File: config.mk
export PLATFORM = sky130hd
export DESIGN_NAME = piso_shifter_flat
export DESIGN_NICKNAME = d
export VERILOG_FILES = /design/src/rtl/piso_shifter_if.sv /design/src/rtl/piso_shifter.sv /design/src/flat_wrapper.sv
export SDC_FILE = /design/constraint.sdc
export NUM_CORES = 1
export LEC_CHECK = 0
export CORE_MARGIN = 10
export CORE_UTILIZATION = 48
export CTS_CLUSTER_DIAMETER = 50
export CTS_CLUSTER_SIZE = 12
export DETAILED_ROUTE_END_ITERATION = 10
export GPL_ROUTABILITY_DRIVEN = 0
export PLACE_DENSITY = 0.84
export SLEW_MARGIN = 20
export SYNTH_ARGS = -nofsm -noshare
export SYNTH_HDL_FRONTEND = slang
export SYNTH_SLANG_ARGS = --single-unit
File: constraint.sdc
create_clock -name clk -period 1.71 [get_ports clk]
set_input_delay 0.4275 -clock clk [delete_from_list [all_inputs] [get_ports clk]]
set_output_delay 0.4275 -clock clk [all_outputs]
set_load 0.01 [all_outputs]
File: src/rtl/piso_shifter_if.sv
// ---------------------------------------------------------------------------
// piso_shifter_if
// Purpose : bundles the parallel-load handshake, the serial output handshake
//           and the status flags of piso_shifter into one interface.
// Ports   : load_valid/load_ready/load_data : parallel word handshake
//           ser_out/ser_valid/ser_ready      : serial bit handshake
//           busy/done                        : status flags
// Modports: master = the side that offers words and consumes bits
//           slave  = the shifter itself
// ---------------------------------------------------------------------------
interface piso_shifter_if #(
   parameter int WIDTH = 8
);
   logic             load_valid;
   logic             load_ready;
   logic [WIDTH-1:0] load_data;
   logic             ser_out;
   logic             ser_valid;
   logic             ser_ready;
   logic             busy;
   logic             done;

   modport master (
      output load_valid, load_data, ser_ready,
      input  load_ready, ser_out, ser_valid, busy, done
   );

   modport slave (
      input  load_valid, load_data, ser_ready,
      output load_ready, ser_out, ser_valid, busy, done
   );
endinterface

File: src/rtl/piso_shifter.sv
// ---------------------------------------------------------------------------
// piso_shifter
// Purpose : parallel-in / serial-out shifter with valid/ready handshakes on
//           both the parallel load side and the serial output side.
// Params  : WIDTH     - data bits per word (2..32)
//           MSB_FIRST - 1: bit WIDTH-1 leaves first, 0: bit 0 leaves first
// Ports   : clk - rising-edge clock
//           rst - asynchronous active-high reset
//           bus - piso_shifter_if.slave (load_*, ser_*, busy, done)
// Config  : define PISO_PARITY_EN to append an even-parity bit after each
//           word (PAR state); undefined gives WIDTH transfers per word.
// ---------------------------------------------------------------------------
module piso_shifter #(
   parameter int WIDTH     = 8,
   parameter bit MSB_FIRST = 1'b1
) (
   input  logic           clk,
   input  logic           rst,
   piso_shifter_if.slave  bus
);

   localparam int CW = $clog2(WIDTH + 1);

`ifdef PISO_PARITY_EN
   typedef enum logic [1:0] {
      S_IDLE  = 2'd0,
      S_SHIFT = 2'd1,
      S_PAR   = 2'd2
   } state_t;
`else
   typedef enum logic [1:0] {
      S_IDLE  = 2'd0,
      S_SHIFT = 2'd1
   } state_t;
`endif

   state_t           r_state;
   state_t           w_next_state;
   logic [WIDTH-1:0] r_shreg;
   logic [WIDTH-1:0] w_shreg_shifted;
   logic [CW-1:0]    r_cnt;
   logic             r_done;
`ifdef PISO_PARITY_EN
   logic             r_par;
`endif

   logic w_load_ready;
   logic w_ser_valid;
   logic w_ser_out;
   logic w_busy;
   logic w_load_hs;
   logic w_xfer;
   logic w_last_bit;
   logic w_word_end;

   assign w_load_hs  = bus.load_valid && w_load_ready;
   assign w_xfer     = w_ser_valid && bus.ser_ready;
   assign w_last_bit = (r_cnt == CW'(WIDTH - 1));

   // State register
   always_ff @(posedge clk or posedge rst) begin
      if (rst) begin
         r_state <= S_IDLE;
      end else begin
         r_state <= w_next_state;
      end
   end

   // Next-state logic; also flags the transfer that completes a word
   always_comb begin
      w_next_state = r_state;
      w_word_end   = 1'b0;
      case (r_state)
         S_IDLE: begin
            if (w_load_hs) begin
               w_next_state = S_SHIFT;
            end else begin
               w_next_state = S_IDLE;
            end
         end
         S_SHIFT: begin
            if (w_xfer && w_last_bit) begin
`ifdef PISO_PARITY_EN
               w_next_state = S_PAR;
`else
               w_next_state = S_IDLE;
               w_word_end   = 1'b1;
`endif
            end else begin
               w_next_state = S_SHIFT;
            end
         end
`ifdef PISO_PARITY_EN
         S_PAR: begin
            if (w_xfer) begin
               w_next_state = S_IDLE;
               w_word_end   = 1'b1;
            end else begin
               w_next_state = S_PAR;
            end
         end
`endif
         default: begin
            w_next_state = S_IDLE;
         end
      endcase
   end

   // Output decode from state and datapath registers
   always_comb begin
      w_load_ready = 1'b0;
      w_ser_valid  = 1'b0;
      w_ser_out    = 1'b0;
      w_busy       = 1'b0;
      case (r_state)
         S_IDLE: begin
            w_load_ready = 1'b1;
         end
         S_SHIFT: begin
            w_ser_valid = 1'b1;
            w_busy      = 1'b1;
            if (MSB_FIRST) begin
               w_ser_out = r_shreg[WIDTH-1];
            end else begin
               w_ser_out = r_shreg[0];
            end
         end
`ifdef PISO_PARITY_EN
         S_PAR: begin
            w_ser_valid = 1'b1;
            w_busy      = 1'b1;
            w_ser_out   = r_par;
         end
`endif
         default: begin
            w_load_ready = 1'b0;
         end
      endcase
   end

   // Shift toward the output end with zero fill
   always_comb begin
      if (MSB_FIRST) begin
         w_shreg_shifted = {r_shreg[WIDTH-2:0], 1'b0};
      end else begin
         w_shreg_shifted = {1'b0, r_shreg[WIDTH-1:1]};
      end
   end

   // Datapath: capture on load, shift on transfer, hold on stall
   always_ff @(posedge clk or posedge rst) begin
      if (rst) begin
         r_shreg <= {WIDTH{1'b0}};
         r_cnt   <= {CW{1'b0}};
         r_done  <= 1'b0;
`ifdef PISO_PARITY_EN
         r_par   <= 1'b0;
`endif
      end else begin
         // done is registered so it appears the cycle after the final transfer
         r_done <= w_word_end;
         if (w_load_hs) begin
            r_shreg <= bus.load_data;
            r_cnt   <= {CW{1'b0}};
`ifdef PISO_PARITY_EN
            r_par   <= ^bus.load_data;
`endif
         end else if ((r_state == S_SHIFT) && w_xfer) begin
            r_shreg <= w_shreg_shifted;
            r_cnt   <= r_cnt + CW'(1);
         end else begin
            r_shreg <= r_shreg;
            r_cnt   <= r_cnt;
         end
      end
   end

   assign bus.load_ready = w_load_ready;
   assign bus.ser_valid  = w_ser_valid;
   assign bus.ser_out    = w_ser_out;
   assign bus.busy       = w_busy;
   assign bus.done       = r_done;

endmodule

File: src/flat_wrapper.sv
// flat-port wrapper written by rule: the top's interface ports become plain ports
module piso_shifter_flat 
#(
   parameter int WIDTH     = 8,
   parameter bit MSB_FIRST = 1'b1
)
  (clk, rst, bus_load_valid, bus_load_data, bus_ser_ready, bus_load_ready, bus_ser_out, bus_ser_valid, bus_busy, bus_done);
  piso_shifter_if #(.WIDTH(WIDTH)) bus_i ();
  input  logic clk;
  input  logic rst;
  input wire logic [$bits(bus_i.load_valid)-1:0] bus_load_valid;
  input wire logic [$bits(bus_i.load_data)-1:0] bus_load_data;
  input wire logic [$bits(bus_i.ser_ready)-1:0] bus_ser_ready;
  output wire logic [$bits(bus_i.load_ready)-1:0] bus_load_ready;
  output wire logic [$bits(bus_i.ser_out)-1:0] bus_ser_out;
  output wire logic [$bits(bus_i.ser_valid)-1:0] bus_ser_valid;
  output wire logic [$bits(bus_i.busy)-1:0] bus_busy;
  output wire logic [$bits(bus_i.done)-1:0] bus_done;
  assign bus_i.load_valid = bus_load_valid;
  assign bus_i.load_data = bus_load_data;
  assign bus_i.ser_ready = bus_ser_ready;
  assign bus_load_ready = bus_i.load_ready;
  assign bus_ser_out = bus_i.ser_out;
  assign bus_ser_valid = bus_i.ser_valid;
  assign bus_busy = bus_i.busy;
  assign bus_done = bus_i.done;
  piso_shifter #(.WIDTH(WIDTH), .MSB_FIRST(MSB_FIRST)) u_core (.clk(clk), .rst(rst), .bus(bus_i));
endmodule
After elaboration in Yosys (flattened, before gate mapping)
Cells that the tools add are included.
{"block": "word_totals", "ff_bits": 15, "input_bits": 12, "wordCells": 25}
{"block": "op_classes", "add_sub_neg": 1, "n_eq_ne": 2, "n_mux": 12, "reduce_logical": 6}
{"cell": "$mux W8", "n": 2}
{"cell": "$mux W4", "n": 2}
{"cell": "$mux W1", "n": 7}
{"cell": "$add A4 B1 Y4 const B", "n": 1}
{"cell": "$eq A4 B3 Y1 const B", "n": 1}
{"cell": "$logic_and A1 B1 Y1", "n": 4}
{"cell": "$pmux W2 S2", "n": 1}
{"cell": "$eq A2 B1 Y1 const B", "n": 1}
{"cell": "$logic_not A2 Y1", "n": 1}
{"cell": "$reduce_bool A2 Y1", "n": 1}

Logic depth before layout (Yosys ltp)
Gate-level depths: netlist (run 1).
{"block": "logic_depth", "depth_word": 6, "depth_mapped": 5}

Least setup slack after synthesis (run 1)
No wires, ideal clock.
{"block": "synth_path", "path_type": "register to output", "from": "register u_core.r_state[0]", "to": "output port bus_ser_out", "t_arrival_ns": 0.764, "t_required_ns": 1.282, "setup_slack_ns": 0.519, "stages_incl_launch_ff": 3, "path_cell_list": "dfrtp_1 > buf_6 > and2_2"}
{"block": "synth_via", "elab_chain_len": 2}
{"element": "from (decl)", "line_no": "piso_shifter.sv:37", "rtl": "state_t r_state;"}
{"element": "from (signal assigned)", "line_no": "piso_shifter.sv:65", "rtl": "r_state <= w_next_state;"}
{"element": "$eq A2 B1 Y1", "line_no": "piso_shifter.sv:115", "rtl": "case (r_state)"}
{"element": "$mux W1", "line_no": "piso_shifter.sv:115"}
{"element": "to (decl)", "line_no": "flat_wrapper.sv:15", "rtl": "output wire logic [$bits(bus_i.ser_out)-1:0] bus_ser_out;"}
No other way between the ends.

Worst setup path after layout (run 1)
{"block": "layout_path", "from": "register u_core.r_state[0]", "to": "output port bus_load_ready"}
{"block": "layout_via", "elab_chain_len": 2}
{"element": "$logic_not A2 Y1", "line_no": "piso_shifter.sv:115"}
{"element": "$mux W1", "line_no": "piso_shifter.sv:115"}
{"element": "to (decl)", "line_no": "flat_wrapper.sv:14", "rtl": "output wire logic [$bits(bus_i.load_ready)-1:0] bus_load_ready;"}
No other way between the ends.

==> impl_metrics.tcl, run 1 <==
set metrics [dict create \
    r2r_end "u_core.r_shreg[7]$_DFFE_PP0P_" \
    required_ns 1.28 \
    worstPathArrival_ns 1.19 \
    critPathBufInv 3 \
    port_buffers 16 \
    fp.dieH_um 56.39 \
    vias 530 \
    synth_warnings 0 \
    period_needed_ns 1.615 \
    crit_fanout 4 \
    clock_sinks 14 \
    synth_top_cell_by_area "dfrtp_1" \
    drt_wl_total_um 1442 \
    viasPerCell 5.464 \
    rrSetupSlack_ns 0.39 \
    fin_tns_setup_ns 0 \
    worstHoldPathType "input port to asynchronous set/reset pin" \
    finalNetCount 96 \
    synth_area_um2 635.6 \
    n_fill_cell 106 \
    yosysSeqAreaShare_pct 55.12 \
    antenna_found_initial 0 \
    initial_core_util_pct 50.10 \
    status "completed" \
    synth_fp_nets 75 \
    hold_viol 0 \
    fmax_mhz 619.0 \
    critPathKind "flip-flop to output port" \
    rr_startpoint "u_core.r_state[0]$_DFF_PP0_" \
    avgSynthCellArea_um2 10.25 \
    clk_latency_ns 0.28 \
    cap_violations 0 \
    core_area_mm2 0.001269 \
    cts_root_buf "clkbuf_4" \
    clk_pin_slew_ns 0.09 \
    critPathSlowestCell "dfrtp_1" \
    syn_inst 62 \
    ys_top_cells_by_area "dfrtp_1, nor2_1, o22ai_1" \
    path_cells "buf_4 > inv_1 > dlygate4sd2_1" \
    firstDrtPassIters 4 \
    clockBufferDepth 2 \
    p_leak_nw 0.3732 \
    wl_per_cell_um 14.87 \
    p_per_area_mw_per_mm2 1274 \
    fin_crit_sh_pct 94.47 \
    ir_drop_mv 0.9553 \
    layout_common_cells "nor2_1, dfrtp_1, clkdlybuf4s50_1" \
    numCtsBuffers 3 \
    yosys.cell_types.count 20 \
    antennaDiodeCount 0 \
    synthToLayoutAreaGrowth_pct 33.66 \
    drive_above_1_share_pct 13.41 \
    grt_pass1_wl_um 2332 \
    drt.antenna.violating_nets 0 \
    layout_commonest_cell "nor2_1" \
    cpPeakStageDelay_ns 0.40 \
    max_slew_margin_pct 65.84 \
    drtIter0Drc 15 \
    htreeDepth 1 \
    fin_cells 97 \
    skew_ns 0.008591 \
    hold_buffers 0 \
    grt_max_degree 15 \
    finalSetupViolations 0 \
    cp-start-kind "flip-flop" \
    track_usage_pct 8.590 \
    cpLargestDelayFamily "buffers and inverters" \
    r2r.worst_path.cells 5 \
    rsz0062_at_grt "false" \
    synth_top_area_share_pct 55.12 \
    die_width_um 56.39 \
    tightest_slew_ns 0.5118 \
    cp-end-kind "output port" \
    grt-ovfl-total 0 \
    placedCellCount 91 \
    cts_tree "done" \
    ios 17 \
    first_global_vias 564 \
    die_area_mm2 0.003180 \
    row_count 13 \
    drc 0 \
    ys_ff_latch 14 \
    drv_slew 0 \
    whs_ns 0.4675 \
    dp.final_hpwl_um 1019 \
]
report_power, final:
part / leakage [nW] / internal, mW / switching, mW
sequential: 0.163 / 0.441 / 0.0826
combinational: 0.189 / 0.172 / 0.150
clock: 0.0210 / 0.129 / 0.107
layer usage:
| metal | routed length, µm | track usage (%) |
|---|---|---|
| met3 | 111 | 3.371 |
| met4 | 6 | 3.093 |
| met1 | 596 | 8.492 |
| met5 | 0 | 0 |
| met2 | 727 | 15.69 |
how the worst max path moves through the flow:
stage	slack (ns)	from	end	cells after the start
2_1_floorplan	0.52	u_core.r_state[0]$_DFF_PP0_	bus_ser_out	2
3_3_place_gp	0.17	bus_ser_ready	u_core.r_shreg[2]$_DFFE_PP0P_	4
3_5_place_dp	0.10	bus_load_valid	u_core.r_shreg[1]$_DFFE_PP0P_	4
4_1_cts	0.01	u_core.r_state[0]$_DFF_PP0_	bus_busy	2
5_1_grt	0.03	u_core.r_state[0]$_DFF_PP0_	bus_load_ready	3
6_report	0.09	u_core.r_state[0]$_DFF_PP0_	bus_load_ready	3
synth_stat cells:
library cell   n
nor2_1        16
dfrtp_1       14
o22ai_1        8
nand2_1        3
o21ai_0        3
a32o_1         2
buf_4          2
inv_1          2
a21boi_0       1
and2_2         1
buf_6          1
ha_1           1
mux2_4         1
mux2i_1        1
nand2_2        1
nand2b_1       1
nand3_1        1
nand4_1        1
nor3_2         1
xor2_1         1
sequential cells by signal (all words and copies together) (netlist names):
register and count:
u_core.bus.done 1, u_core.r_cnt 4, u_core.r_shreg 8, u_core.r_state 1
timing repair:
| item | 4_1_cts | 5_1_grt |
|---|---|---|
| setup buffers | 2 | 0 |
| endpoints found under the hold margin | 0 | 0 |
| resized for setup | 2 | 2 |
| endpoints found under the setup margin | 2 | 2 |
cell type report:
class | instances | area (µm²) | share of cell area (%)
Timing Repair Buffer | 19 | 185.2 | 21.80
Inverter | 2 | 7.507 | 0.8837
Tap cell | 15 | 18.77 | 2.209
Sequential cell | 14 | 350.3 | 41.24
Clock buffer | 4 | 36.28 | 4.271
Multi-Input combinational cell | 43 | 251.5 | 29.60
kinds of logic after synthesis:
group | Yosys count | share of synthesized area [%]
AOI/OAI and AO/OA | 14 | 14.57
buffers and inverters | 5 | 5.315
muxes | 2 | 3.936
DFF | 14 | 55.12
xor gates and xnor gates | 1 | 1.378
and+or+nand+nor | 25 | 17.72
adders and majority gates | 1 | 1.968
metrics by stage:
step	utilization [%]	worst slack [ns]	area (µm²)	total power [mW]
floorplan	-	0.5186	635.6	0.7229
global placement	62.72	0.1678	795.8	0.8292
detailed placement	62.72	0.1046	795.8	0.8499
CTS	66.57	0.01130	844.6	1.086
global route	66.96	0.02894	849.6	1.146
finish	66.96	0.09461	849.6	1.083
Power figures use the tool's default switching activity.
==> inputs of run 2 (changes only) <==
CAP_MARGIN = 20   (was unset)
==> results of run 2 <==
Final layout, timing and power as in run 1 (identical DEF).
==> inputs of run 3 (changes only) <==
PLACE_DENSITY = unset   (was 0.84)
PLACE_DENSITY_LB_ADDON = 0.08   (was unset)
==> run 3 against run 2 <==
  * First-iteration DRC count shrank 53%
  * Critical path depth unchanged
  * Register-to-register slack better by 0.03 ns
  * Flip-flop and latch count unchanged
  * Via count decreased by 0.75%
  * Critical path type unchanged
  * Largest power group unchanged
==> impl_metrics.tcl, run 3 (same netlist as run 1, synthesis figures left out) <==
set metrics [dict create \
    status "completed" \
    met3_length_um 109 \
    required_ns 1.28 \
    whs_ns 0.4786 \
    vias 526 \
    period_needed_ns 1.599 \
    initial_core_util_pct 50.10 \
    numCtsBuffers 3 \
    die_width_um 56.39 \
    track_usage_pct 8.782 \
    cap_violations 0 \
    cts_tree "done" \
    grt_max_degree 15 \
    drt.antenna.violating_nets 0 \
    row_count 13 \
    skew_ns 0.005224 \
    layout_common_cells "nor2_1, dfrtp_1, clkdlybuf4s50_1" \
    drc 0 \
    firstDrtPassIters 4 \
    fp.dieH_um 56.39 \
    clk_latency_ns 0.28 \
    highest_layer "met4" \
    critPathKind "flip-flop to output port" \
    fin_cells 97 \
    n_fill_cell 118 \
    dp.final_hpwl_um 1022 \
    p_leak_nw 0.3699 \
    clk_pin_slew_ns 0.08 \
    max_slew_margin_pct 64.62 \
    fmax_mhz 625.5 \
    grt_pass1_wl_um 2290 \
    drv_slew 0 \
    hold_viol 0 \
    clock_sinks 14 \
    power_mw 1.068 \
    cp-end-kind "output port" \
    finalSetupViolations 0 \
    cts_root_buf "clkbuf_4" \
    worstHoldPathType "input port to asynchronous set/reset pin" \
    rr_startpoint "u_core.r_state[0]$_DFF_PP0_" \
    worstPathArrival_ns 1.17 \
    r2r_end "u_core.r_shreg[6]$_DFFE_PP0P_" \
    core_area_mm2 0.001269 \
    rrSetupSlack_ns 0.42 \
    port_buffers 16 \
    die_area_mm2 0.003180 \
    met1_length_um 629 \
    r2r.worst_path.cells 5 \
    ios 17 \
    drive_above_1_share_pct 14.63 \
    fin_tns_setup_ns 0 \
    largest_register_ffs 8 \
    grt-ovfl-total 0 \
    layout_commonest_cell "nor2_1" \
    regMostFlops "u_core.r_shreg" \
    rsz0062_at_grt "false" \
    finalNetCount 96 \
    drtIter0Drc 7 \
    p_per_area_mw_per_mm2 1261 \
    viasPerCell 5.423 \
    cp-start-kind "flip-flop" \
    finish.utilization_pct 66.77 \
    placedCellCount 91 \
    reg_top3 "u_core.r_shreg (8), u_core.r_cnt (4)" \
    wl_met2_um 574 \
    crit_fanout 4 \
    htreeDepth 1 \
    synthToLayoutAreaGrowth_pct 33.27 \
    fin_crit_sh_pct 93.50 \
    ir_drop_mv 0.8297 \
    wl_per_cell_um 13.86 \
    drt_wl_total_um 1344 \
    antennaDiodeCount 0 \
    antenna_found_initial 0 \
    tightest_slew_ns 0.5301 \
    first_global_vias 553 \
    clockBufferDepth 2 \
]
[run 3: cell types whose count changed in the layout (fill, tap and decap cells not counted), sizes merged]
cell,delta
clkbuf,+1
clkdlybuf4s15,+1
dlygate4sd2,-2
[run 3: timing repair]
item                                    CTS  global route
endpoints found under the setup margin    4             4
hold buffers                              0             0
endpoints found under the hold margin     0             0
buffers inserted                          2             0
resized for setup                         2             5
[run 3: critical path: stages, from the launching register on]
cell             delay (ns)
dfrtp_1                0.39
buf_4                  0.15
inv_1                  0.10
clkdlybuf4s15_1        0.25
[run 3: how the worst max path moves through the flow]
stage / from / endpoint / slack, ns / cells after the start
floorplan: u_core.r_state[0]$_DFF_PP0_ / bus_ser_out / 0.52 / 2
global placement: bus_load_valid / u_core.r_shreg[2]$_DFFE_PP0P_ / 0.14 / 4
detailed placement: bus_ser_ready / u_core.r_state[0]$_DFF_PP0_ / 0.11 / 4
CTS: u_core.r_state[0]$_DFF_PP0_ / bus_busy / 0.01 / 2
global route: u_core.r_state[0]$_DFF_PP0_ / bus_load_ready / 0.02 / 3
finish: u_core.r_state[0]$_DFF_PP0_ / bus_load_ready / 0.11 / 3
[run 3: layout make-up]
class	count	area (µm²)	area share (%)
Clock buffer	4	36.28	4.284
Inverter	2	7.507	0.8863
Multi-Input combinational cell	43	251.5	29.69
Sequential cell	14	350.3	41.36
Tap cell	15	18.77	2.216
Timing Repair Buffer	19	182.7	21.57
[run 3: metrics by stage]
step / worst slack [ns] / cell area (µm²)
2_1_floorplan: 0.5186 / 635.6
3_3_place_gp: 0.1390 / 795.8
3_5_place_dp: 0.1143 / 795.8
4_1_cts: 0.009539 / 844.6
5_1_grt: 0.02179 / 847.1
6_report: 0.1112 / 847.1
[run 3: power breakdown]
| group | leakage (nW) | switching [mW] | internal [mW] |
|---|---|---|---|
| sequential | 0.163 | 0.0741 | 0.441 |
| combinational | 0.186 | 0.148 | 0.167 |
| clock | 0.0210 | 0.108 | 0.130 |
[run 3: routing by layer]
layer / up-vias / global-route usage, %
met4: 0 / 5.155
met2: 27 / 13.63
li1: 256 / -
met1: 237 / 9.542
met3: 6 / 4.045
met5: - / 0
==> edit 1, RTL diff (settings of run 3) <==
`WIDTH` is set to 8 in 3 places; all go to 16.
--- a/src/rtl/piso_shifter_if.sv
+++ b/src/rtl/piso_shifter_if.sv
@@ -9,7 +9,7 @@
 //           slave  = the shifter itself
 // ---------------------------------------------------------------------------
 interface piso_shifter_if #(
-   parameter int WIDTH = 8
+   parameter int WIDTH = 16
 );
    logic             load_valid;
    logic             load_ready;
--- a/src/rtl/piso_shifter.sv
+++ b/src/rtl/piso_shifter.sv
@@ -11,7 +11,7 @@
 //           word (PAR state); undefined gives WIDTH transfers per word.
 // ---------------------------------------------------------------------------
 module piso_shifter #(
-   parameter int WIDTH     = 8,
+   parameter int WIDTH     = 16,
    parameter bit MSB_FIRST = 1'b1
 ) (
    input  logic           clk,
--- a/src/flat_wrapper.sv
+++ b/src/flat_wrapper.sv
@@ -1,7 +1,7 @@
 // flat-port wrapper written by rule: the top's interface ports become plain ports
 module piso_shifter_flat 
 #(
-   parameter int WIDTH     = 8,
+   parameter int WIDTH     = 16,
    parameter bit MSB_FIRST = 1'b1
 )
   (clk, rst, bus_load_valid, bus_load_data, bus_ser_ready, bus_load_ready, bus_ser_out, bus_ser_valid, bus_busy, bus_done);
Interface: changed (resized bus_load_data); port bits go from 17 to 25. No check against the original RTL was run, so the function may have changed too.
==> edit 1 against run 3 <==
  * Cell area rose by 65%
  * Area after synthesis grew 72%
  * Sequential cell count is 9 higher
  * Clock power grew 6%
  * Final cell count rose by 63%
  * Clock skew rose by 0.0055 ns
  * Power is 28% higher
  * Wire length up 64%
  * Worst setup slack worse by 0.035 ns
  * Largest cell class unchanged
  * Highest routed layer unchanged
==> edit 1: results (changes against run 3) <==
[run_status]
outcome = completed

[place]
dp_hpwl_um = 1637  ; +60%
io_buffers = 24  ; +8
dp_slack_ns = 0.003648  ; -0.1107 ns

[grt]
grt_pass1_vias = 822  ; +49%
grt_pass1_wl_um = 3608  ; +58%
grtUsageTotal = 0.1045  ; +0.01666
grt_max_degree = 31  ; +16

[yosys]
seq_area_frac_synth = 0.5269  ; -0.02426
muxShareOfSynthArea = 0.1409  ; +0.1015
synth_xor_area_frac = 0  ; -0.01378
synth_adder_area_share = 0.02291  ; +0.003224
yosys-top-cells-count = dfrtp_1 (23), nand2_1 (19), mux2i_1 (14)
synth_compound_area_frac = 0.1157  ; -0.02998
post_synth_num_cell_types = 25  ; +25%

[critical_path]
critical_path.max_fanout = 1  ; -3
critPathSlowestCell = clkdlybuf4s50_1
reg2reg_slack_ns = 0.31  ; -0.11 ns
max_stage_delay_ns = 0.54  ; +0.15 ns
crit_start = u_core.bus.done

[routing]
first_pass_iters = 2  ; -2
routed_wl_um = 2198  ; +64%
drt-initial-drc-count = 34  ; +27
via_count = 810  ; +54%

[power_and_ir_drop]
leakage_nw = 0.6656  ; +80%
ir_drop_v = 0.0006556  ; -21%

[final_layout]
top_regs = u_core.r_shreg: 16 flops, u_core.r_cnt: 5 flops
nets = 153  ; +59%
drive_above_1_share = 0.1154  ; -0.03096

[sta]
setup_ws_ns = 0.07625  ; -0.03492 ns
finalHoldWorstSlack_ns = 0.3572  ; -0.1214 ns
maxSlewHeadroom = 0.7612  ; +0.1150
finClkSkew_ns = 0.01077  ; +0.005545 ns

[clock_network]
clk_latency_ns = 0.31  ; +0.03 ns
path_clk_slew_ns = 0.13  ; +0.05 ns

==> edit 1: per-stage QoR <==
stage | power [W] | std cells
floorplan | 0.0009954 | 101
global placement | 0.001116 | 152
detailed placement | 0.001144 | 152
CTS | 0.001387 | 157
global route | 0.001480 | 158
finish | 0.001368 | 158
==> edit 1: final timing paths <==
| check | end | cells past startpoint |
|---|---|---|
| max | bus_done | 1 |
| min | u_core.r_shreg[10] | 2 |
| max reg2reg | u_core.r_cnt[3] | 6 |
| min reg2reg | u_core.r_cnt[3] | 1 |
| max in group asynchronous | u_core.r_shreg[14] | 3 |
| min in group clk | u_core.r_cnt[3] | 1 |
==> edit 1: area by class of cell <==
cell class | count | area, um^2
Timing Repair Buffer | 32 | 304.0
Clock buffer | 4 | 26.28
Sequential cell | 23 | 575.6
Multi-Input combinational cell | 68 | 444.2
Tap cell | 28 | 35.03
Fill cell | 189 | 794.5
Inverter | 3 | 11.26
==> edit 1: metal layers <==
| layer | vias to the layer above | routed length, um | part of all wire | GRT usage |
|---|---|---|---|---|
| li1 | 404 | - | - | - |
| met1 | 384 | 950 | 0.43 | 0.1182 |
| met2 | 18 | 1096 | 0.50 | 0.1737 |
| met3 | 4 | 117 | 0.053 | 0.03140 |
| met4 | 0 | 34 | 0.015 | 0.05385 |
| met5 | - | 0 | 0 | 0 |
==> edit 1: report_power, final <==
part,internal [W],total (W),switching [W]
clock network,0.0000910,0.000252,0.000161
logic,0.000185,0.000331,0.000146
registers,0.000691,0.000785,0.0000945
==> edit 1: timing repair <==
action	CTS	global route
buffers inserted	1	1
resized for setup	5	1
endpoints found under the setup margin	4	1
pin swaps	0	0
==> edit 1: cells by family after synthesis <==
group / Yosys count
buf+inv: 10
simple gates: 30
compound gates: 21
flops: 23
mux: 15
fa+ha+maj: 2
==> edit 2, RTL diff (settings of run 3) <==
Without the edit above. Make the reset (`rst`) synchronous in 2 clocked blocks. Comments in the files are not updated.
--- a/src/rtl/piso_shifter.sv
+++ b/src/rtl/piso_shifter.sv
@@ -58,7 +58,7 @@
    assign w_last_bit = (r_cnt == CW'(WIDTH - 1));
 
    // State register
-   always_ff @(posedge clk or posedge rst) begin
+   always_ff @(posedge clk) begin
       if (rst) begin
          r_state <= S_IDLE;
       end else begin
@@ -148,7 +148,7 @@
    end
 
    // Datapath: capture on load, shift on transfer, hold on stall
-   always_ff @(posedge clk or posedge rst) begin
+   always_ff @(posedge clk) begin
       if (rst) begin
          r_shreg <= {WIDTH{1'b0}};
          r_cnt   <= {CW{1'b0}};
Formal check against the unedited RTL: differs if rst is asserted again (counterexample within 4 cycles, from zero or initial values and one cycle with rst high); with rst held inactive, the same outputs for 10 cycles.
==> edit 2 against run 3 <==
  * Worst setup slack worse by 0.050 ns
  * Area after synthesis is 0.20% higher
  * Critical path type unchanged
  * Die area is 0.12% higher
  * Utilization is 0.89 points higher
  * Cell area is 1.3% higher
  * Count of clock-buffer cells in the layout stayed put
  * Wire length is 1.1% lower
  * Maximum frequency is 3.0% lower
  * Sequential cell count stayed put
  * Clock skew is 0.0013 ns lower
  * Via count is 1.5% lower
Power is not compared: it rests on default switching activity, and its combinational part moved more than twofold at a synthesized area within 25%.
==> edit 2: results (changes against run 3) <==
[yosys]
yosys-top-cells-count = dfxtp_1 (14), a22oi_1 (6), nand2_1 (6), nor3_1 (6), a21oi_1 (5)
synth_area_leaders = dfxtp_1 (44%), a22oi_1 (7.1%), nor3_1 (4.7%)
post_synth_num_cell_types = 25  ; +25%
synthArstFlopShare = 0  ; -1.000
seq_area_frac_synth = 0.4401  ; -0.1111
yosysWarnings = 0  ; unchanged
syn_nets = 79  ; +5.3%

[critical_path]
max_stage_delay_ns = 0.52  ; +0.13 ns
critical_path.max_fanout = 8  ; +4
cp-start-kind = flop
critPathSlowestCell = clkdlybuf4s50_1
r2r-start = u_core.r_state[0]
worstPathArrival_ns = 1.22  ; +0.05 ns

[sta]
finClkSkew_ns = 0.003920  ; -0.001304 ns
tightest_slew_ns = 0.2565  ; -0.2735 ns

[clock_network]
path_clk_slew_ns = 0.09
htreeDepth = 1  ; unchanged
cts_buffers = 3  ; unchanged

[final_layout]
top_regs = u_core.r_shreg: 8 flops, u_core.r_cnt: 4 flops
antenna_cells = 0  ; unchanged
nets = 101  ; +5.2%
drive_above_1_share = 0.1954  ; +0.04906

[run_status]
outcome = completed

[grt]
grt_pass1_vias = 526  ; -4.9%
antenna_found_initial = 0  ; unchanged
grtUsageTotal = 0.08711  ; -0.0007098
grt_max_degree = 12  ; -3
grt_pass1_wl_um = 2318  ; +1.2%

[place]
dp_hpwl_um = 1033  ; +1.1%
io_buffers = 16  ; unchanged
dp_slack_ns = 0.1255  ; +0.01116 ns

[routing]
via_count = 518  ; -1.5%
routed_wl_um = 1329  ; -1.1%
drt-initial-drc-count = 3  ; -4

[min_path]
hold_path.class = reg2reg
min_from = u_core.r_shreg[5]

[power_and_ir_drop]
netSwitchingFraction = 0.2370
ir_drop_v = 0.0004973

-- edit 2: power by group through the flow --
stage          logic [W]  registers [W]  clock network [W]
5_1_grt         0.000128       0.000354           0.000258
3_3_place_gp    0.000118       0.000360                  0
4_1_cts         0.000119       0.000352           0.000244
2_1_floorplan  0.0000671       0.000357                  0
6_report        0.000117       0.000352           0.000237
3_5_place_dp    0.000119       0.000360                  0
-- edit 2: kinds of logic after synthesis --
| group | count (synthesis) | synth area share |
|---|---|---|
| multiplexers | 3 | 0.06680 |
| AO/OA/AOI/OAI | 13 | 0.1297 |
| AND/OR/NAND/NOR | 26 | 0.2397 |
| flip-flops | 14 | 0.4401 |
| adder cells (fa/ha/maj) | 1 | 0.01964 |
| buffers and inverters | 7 | 0.07661 |
| XOR/XNOR | 2 | 0.02751 |
-- edit 2: layout make-up --
class                           instances  area, um^2
Fill cell                             113       410.4
Multi-Input combinational cell         45       307.8
Sequential cell                        14       284.0
Timing Repair Buffer                   22       203.9
Clock buffer                            4       36.28
Tap cell                               15       18.77
Inverter                                2       7.507
-- edit 2: worst paths after layout --
path / end / slack [ns] / cells after the start
min: u_core.r_shreg[5] / 0.46 / 2
max: bus_load_ready / 0.06 / 2
min reg2reg: u_core.r_shreg[5] / 0.46 / 2
max reg2reg: u_core.r_shreg[1] / 0.57 / 4
-- edit 2: metal layers --
layer | track usage | wire, um
met1 | 0.09034 | 606
met2 | 0.1411 | 604
met5 | 0 | 0
met4 | 0.05155 | 6
met3 | 0.03820 | 112
-- edit 2: what timing repair did --
action	CTS	global route
resized for setup	3	0
buffers inserted	0	0
setup endpoints to repair	4	0
-- edit 2: metrics by stage --
stage	hold slack, ns	util	total power (W)	std cells	area (um^2)
after floorplan	0.4360	-	0.0004241	66	636.9
after global placement	0.4454	0.6460	0.0004774	98	819.5
after detailed placement	0.4483	0.6460	0.0004791	98	819.5
after CTS	0.4608	0.6765	0.0007143	102	858.3
after global routing	0.4843	0.6765	0.0007399	102	858.3
final	0.4593	0.6765	0.0007059	102	858.3
-- edit 2: worst min-delay path: cells and delay by family, from the launching register on --
family,cells,cell delay [ns]
compound gates,1,0.05
simple gates,1,0.05
flops,1,0.32
